===== src/rtl/mem_pipe_ram.sv =====
// -----------------------------------------------------------------------------
// mem_pipe_ram
//   Parametrised single-clock RAM with a configurable read latency, per-byte
//   write enables, write acknowledge, out-of-range detection and a read-first
//   collision rule (a read and a write to the same word in the same cycle
//   returns the pre-write contents).
//
// Parameters
//   DATA_W  data width, multiple of 8 (8..128)
//   ADDR_W  address width
//   DEPTH   implemented words, 1..2**ADDR_W; addr >= DEPTH is out of range
//   RD_LAT  cycles from read request to rd_valid_o (1..4)
//
// Ports
//   clk_i       clock, rising edge
//   rst_i       synchronous active-high reset (flushes the read pipeline)
//   en_i        block enable; rd_en_i / wr_en_i ignored while low
//   rd_en_i     read request
//   wr_en_i     write request
//   addr_i      shared word address
//   wr_data_i   write data
//   wr_be_i     byte enables, bit i covers wr_data_i[8i+7:8i]
//   rd_data_o   read data, qualified by rd_valid_o, holds between pulses
//   rd_valid_o  one pulse per accepted read
//   rd_err_o    with rd_valid_o: read address was out of range
//   wr_ack_o    one pulse per accepted write
//   wr_err_o    with wr_ack_o: write address was out of range
//
// Optional feature (macro MEM_STATS_EN)
//   rd_cnt_o / wr_cnt_o  saturating 16-bit counts of accepted reads / writes
//   err_cnt_o            saturating 8-bit count of out-of-range operations
//
// Handshake: there is no back-pressure. A request is accepted on any rising
// edge where en_i=1 and the request bit is 1 and rst_i=0; every accepted
// request produces exactly one response pulse (rd_valid_o after RD_LAT
// cycles, wr_ack_o after one cycle).
// -----------------------------------------------------------------------------
module mem_pipe_ram #(
  parameter int DATA_W = 32,
  parameter int ADDR_W = 4,
  parameter int DEPTH  = 16,
  parameter int RD_LAT = 1
) (
  input  logic                clk_i,
  input  logic                rst_i,
  input  logic                en_i,
  input  logic                rd_en_i,
  input  logic                wr_en_i,
  input  logic [ADDR_W-1:0]   addr_i,
  input  logic [DATA_W-1:0]   wr_data_i,
  input  logic [DATA_W/8-1:0] wr_be_i,
  output logic [DATA_W-1:0]   rd_data_o,
  output logic                rd_valid_o,
  output logic                rd_err_o,
  output logic                wr_ack_o,
  output logic                wr_err_o
`ifdef MEM_STATS_EN
  ,
  output logic [15:0]         rd_cnt_o,
  output logic [15:0]         wr_cnt_o,
  output logic [7:0]          err_cnt_o
`endif
);

  localparam int BE_W  = DATA_W / 8;
  localparam int IDX_W = (DEPTH > 1) ? $clog2(DEPTH) : 1;
  // One extra bit so DEPTH == 2**ADDR_W is representable.
  localparam logic [ADDR_W:0] DEPTH_C = (ADDR_W + 1)'(DEPTH);

  logic [DATA_W-1:0] mem_q [DEPTH];

  logic              rd_fire;
  logic              wr_fire;
  logic              in_range;
  logic [IDX_W-1:0]  idx;
  logic [DATA_W-1:0] rd_word;

  assign rd_fire  = en_i & rd_en_i;
  assign wr_fire  = en_i & wr_en_i;
  assign in_range = ({1'b0, addr_i} < DEPTH_C);
  assign idx      = addr_i[IDX_W-1:0];

  // Array read happens before the write lands (nonblocking update), which
  // gives read-first behaviour on a same-address collision.
  always_comb begin
    rd_word = '0;
    if (in_range) rd_word = mem_q[idx];
  end

  // Storage is intentionally not reset. A write sampled together with rst_i
  // is dropped.
  always_ff @(posedge clk_i) begin
    if (!rst_i && wr_fire && in_range) begin
      for (int b = 0; b < BE_W; b++) begin
        if (wr_be_i[b]) mem_q[idx][8*b +: 8] <= wr_data_i[8*b +: 8];
      end
    end
  end

  // Read pipeline. Stage RD_LAT-1 drives the outputs. Data only advances with
  // a valid token so the last stage holds its value between pulses, while the
  // error flag is forced low whenever the token is absent.
  logic              vld_q  [RD_LAT];
  logic              err_q  [RD_LAT];
  logic [DATA_W-1:0] data_q [RD_LAT];

  always_ff @(posedge clk_i) begin
    if (rst_i) begin
      for (int i = 0; i < RD_LAT; i++) begin
        vld_q[i]  <= 1'b0;
        err_q[i]  <= 1'b0;
        data_q[i] <= '0;
      end
    end else begin
      vld_q[0] <= rd_fire;
      err_q[0] <= rd_fire & ~in_range;
      if (rd_fire) data_q[0] <= rd_word;
      for (int i = 1; i < RD_LAT; i++) begin
        vld_q[i] <= vld_q[i-1];
        err_q[i] <= err_q[i-1];
        if (vld_q[i-1]) data_q[i] <= data_q[i-1];
      end
    end
  end

  assign rd_data_o  = data_q[RD_LAT-1];
  assign rd_valid_o = vld_q[RD_LAT-1];
  assign rd_err_o   = err_q[RD_LAT-1];

  // Write acknowledge, one cycle after acceptance.
  logic wr_ack_q, wr_ack_d;
  logic wr_err_q, wr_err_d;

  always_comb begin
    wr_ack_d = wr_fire;
    wr_err_d = wr_fire & ~in_range;
  end

  always_ff @(posedge clk_i) begin
    if (rst_i) begin
      wr_ack_q <= 1'b0;
      wr_err_q <= 1'b0;
    end else begin
      wr_ack_q <= wr_ack_d;
      wr_err_q <= wr_err_d;
    end
  end

  assign wr_ack_o = wr_ack_q;
  assign wr_err_o = wr_err_q;

`ifdef MEM_STATS_EN
  logic [15:0] rd_cnt_q, rd_cnt_d;
  logic [15:0] wr_cnt_q, wr_cnt_d;
  logic [7:0]  err_cnt_q, err_cnt_d;
  logic [1:0]  err_inc;
  logic [8:0]  err_sum;

  // Errors are counted at acceptance, so a read and a write both out of
  // range in the same cycle add two.
  always_comb begin
    rd_cnt_d  = rd_cnt_q;
    wr_cnt_d  = wr_cnt_q;
    err_inc   = {1'b0, rd_fire & ~in_range} + {1'b0, wr_fire & ~in_range};
    err_sum   = {1'b0, err_cnt_q} + {7'd0, err_inc};
    err_cnt_d = err_sum[8] ? 8'hFF : err_sum[7:0];
    if (rd_fire && rd_cnt_q != 16'hFFFF) rd_cnt_d = rd_cnt_q + 16'd1;
    if (wr_fire && wr_cnt_q != 16'hFFFF) wr_cnt_d = wr_cnt_q + 16'd1;
  end

  always_ff @(posedge clk_i) begin
    if (rst_i) begin
      rd_cnt_q  <= '0;
      wr_cnt_q  <= '0;
      err_cnt_q <= '0;
    end else begin
      rd_cnt_q  <= rd_cnt_d;
      wr_cnt_q  <= wr_cnt_d;
      err_cnt_q <= err_cnt_d;
    end
  end

  assign rd_cnt_o  = rd_cnt_q;
  assign wr_cnt_o  = wr_cnt_q;
  assign err_cnt_o = err_cnt_q;
`endif

endmodule

===== config.mk =====
export PLATFORM = sky130hd
export DESIGN_NAME = mem_pipe_ram
export DESIGN_NICKNAME = d
export VERILOG_FILES = /design/src/rtl/mem_pipe_ram.sv
export SDC_FILE = /design/constraint.sdc
export NUM_CORES = 1
export LEC_CHECK = 0
export ABC_AREA = 1
export CAP_MARGIN = 10
export CORE_MARGIN = 8
export CORE_UTILIZATION = 50
export CTS_CLUSTER_DIAMETER = 100
export DETAILED_ROUTE_END_ITERATION = 8
export GPL_TIMING_DRIVEN = 1
export HOLD_SLACK_MARGIN = 0.15
export PLACE_DENSITY = 0.78
export SYNTH_ARGS = -nofsm -noshare
export SYNTH_HDL_FRONTEND = slang
export SYNTH_SLANG_ARGS = --single-unit

===== constraint.sdc =====
create_clock -name clk_i -period 2.95 [get_ports clk_i]
set_input_delay 0.59 -clock clk_i [delete_from_list [all_inputs] [get_ports clk_i]]
set_output_delay 0.59 -clock clk_i [all_outputs]
set_load 0.1 [all_outputs]

==> flow_summary.toml <==
[clock_network]
ctsHtreeMaxLevel = 2
clk_latency_ns = 0.58
cts_made_buffers = 50
cts-root-buf = "clkbuf_16"
cts.repair.resized = 0
tritoncts = "yes"
cts_setup_buffers = 0
postCtsHoldBufs = 0
clk_pin_slew_worst_paths_ns = 0.06
cts_buffer_depth = 3
cts.sinks = 546

[sta]
slew_headroom_pct = 42.2
rsz0062_at_grt = "false"
finalSetupViolations = 0
finalCriticalPeriod_ns = 2.17
fmax_mhz = 460
fin_crit_sh_pct = 73.7
finalHoldViolCount = 0
timing.setup.tns_ns = 0
skew_ns = 0.0132
worst_pin_slew_ns = 0.864
final_max_slew_viol_count = 0

[drt]
wl_um = 54300
drt_iter0_drc = 1698
route.detailed.vias_per_inst = 5.27
dr.pass1.iters = 6
drc = 0
wl_per_cell_um = 18.5
dr_total_vias = 15412
drtAntennaViolNets = 0

[power]
power_leakage_uw = 0.0108
ir_drop_uv = 431
powerDensity_nw_per_um2 = 622

[worst_setup_path]
r2r_slack_ns = 1.66
crit_chain = "clkdlybuf4s50_1, nand2_1, clkinv_1, buf_4, nand2_1, nor2_1, buf_4"
critPathLaunchType = "input port"
critPathMaxFanout = 20
critical_path_class = "in -> reg"
r2r_end = "data_q[0][2]$_SDFFCE_PN0P_"
crit_slowest_cell = "clkdlybuf4s50_1"
worstReg2RegStart = "mem_q[6][2]$_DFFE_PP_"
max_stage_delay_ns = 0.70
reg2reg_depth = 8
worstPathArrival_ns = 2.46
critPathCaptureType = "flop"
worstPathRequired_ns = 3.23
cp_top_family = "buffers and inverters"
cp_num_buf_inv = 4

[placement]
dp_cells = 2837
portBuffers = 78
place.gp.congestion = 0.893
dp_hpwl_um = 34200

[hold_path]
hold_path_end = "wr_ack_o$_SDFF_PP0_"
min-delay-start = "wr_en_i"
hold_class = "in -> reg"
min_delay_path_depth = 4

[global_route]
grt_pass1_wl_um = 83900
grt_pass1_vias = 15174
antenna_found_initial = 2
grt_max_degree = 193
track_usage_pct = 20.3
grt_overflow = 0

[yosys]
synth_edf_count = 544
synth_area_um2 = 22800
ys.flop_type = "edfxtp_1"
synth_most_common_cell = "nand2_1"
synth.area.top_cells = "edfxtp_1 (72%), nand2_1 (23%), nor2_1 (2.2%)"
synth_cells = 2167
ys_ff_latch = 546
synth_top_area_share_pct = 71.7
yosysWarningCount = 0
yosysTopAreaCell = "edfxtp_1"
synth_commonest_cells = "nand2_1 (1367), edfxtp_1 (544), nor2_1 (131)"
avgSynthCellArea_um2 = 10.5
ys_seq_area_share_pct = 71.9
synth_cell_types = 18
synthArstFlopShare_pct = 0

[run]
cap_violations = 0

[die]
fp.dieW_um = 229
initial_core_util_pct = 50.4
core_um2 = 45200
die_area_um2 = 52600
pin_count = 81
die_h_um = 229
num_rows = 78

[layout]
nNetsFinal = 2334
area_delta_synth_final_pct = 14.0
fillCellCount = 3542
instances_no_fill = 2926
drive_gt1_share_pct = 9.11
diodes = 0

[status]
outcome = "completed"
logic make-up (layout without fill, tap and decap cells):
family,after synthesis,after routing,share of synthesized area (%)
AND/OR/NAND/NOR,1503,1503,24.8
buffers and inverters,116,274,3.26
AO/OA/AOI/OAI,1,1,0.0330
other,1,2,0.0165
flip-flops,546,546,71.9
area by class of cell:
| class | instances | area (µm²) | share of cell area, % |
|---|---|---|---|
| clock buffer | 65 | 1370 | 5.28 |
| clock inverter | 24 | 239 | 0.920 |
| inverter | 9 | 41.3 | 0.159 |
| multi-input combinational | 1506 | 5700 | 21.9 |
| sequential | 546 | 16400 | 63.1 |
| tap | 600 | 751 | 2.89 |
| timing repair buffer | 176 | 1500 | 5.76 |
power by group:
part,switching [µW],internal [µW]
sequential,14.5,8590
clock,2690,3700
combinational,890,284
worst register-to-register path: stages, from the launching register on:
cell and delay [ns]:
edfxtp_1 0.38, nand2_1 0.09, nand2_1 0.05, nand2_1 0.06, nand2_1 0.07, nand2_1 0.06, nand2_1 0.07, nor2_1 0.20
nor2_1 0.07
worst max-delay path by stage:
stage / start / to / slack [ns] / cells past startpoint
after floorplan: en_i / data_q[0][0]$_SDFFCE_PN0P_ / 0.36 / 2
after global placement: addr_i[3] / mem_q[14][31]$_DFFE_PP_ / 0.24 / 7
after detailed placement: addr_i[3] / mem_q[14][0]$_DFFE_PP_ / 0.21 / 7
after CTS: addr_i[3] / mem_q[14][3]$_DFFE_PP_ / 0.80 / 7
after global routing: addr_i[3] / mem_q[14][8]$_DFFE_PP_ / 0.69 / 7
final: addr_i[3] / mem_q[14][3]$_DFFE_PP_ / 0.78 / 7
per-layer routing:
metal	share of wire [%]	GRT usage [%]	vias to the layer above
met4	3.5	8.59	2
met3	9.1	3.57	130
met2	47	33.3	749
met5	0.017	0	-
li1	-	-	7237
met1	40	26.6	7294
registers in the layout (all words and copies together) (netlist names):
name and count:
wr_ack_o 1, data_q 32, vld_q 1, mem_q 512
stage by stage:
stage                     util [%]  instance area (µm²)  power [µW]  setup slack (ns)  hold slack [ns]
after global routing          57.5                26000       16600             0.687            0.773
after floorplan                  -                22800        9520             0.363            0.680
after global placement        53.9                24400        9910             0.241            0.816
after detailed placement      53.9                24400        9930             0.210            0.816
final                         57.5                26000       16200             0.775            0.759
after CTS                     57.5                26000       16200             0.804            0.726
cell usage in the layout (no fill, tap or decap), drive strengths merged, types with 2 or more instances in the layout:
master | Yosys | final
edfxtp | 544 | 544
nand2 | 1367 | 1367
dfxtp | 2 | 2
bufinv | 0 | 5
nor2 | 135 | 135
clkinv | 1 | 19
clkbuf | 16 | 66
inv | 8 | 8
clkdlybuf4s50 | 0 | 42
buf | 91 | 133
conb | 1 | 2
Note: power is estimated with default switching activity, not from simulation.
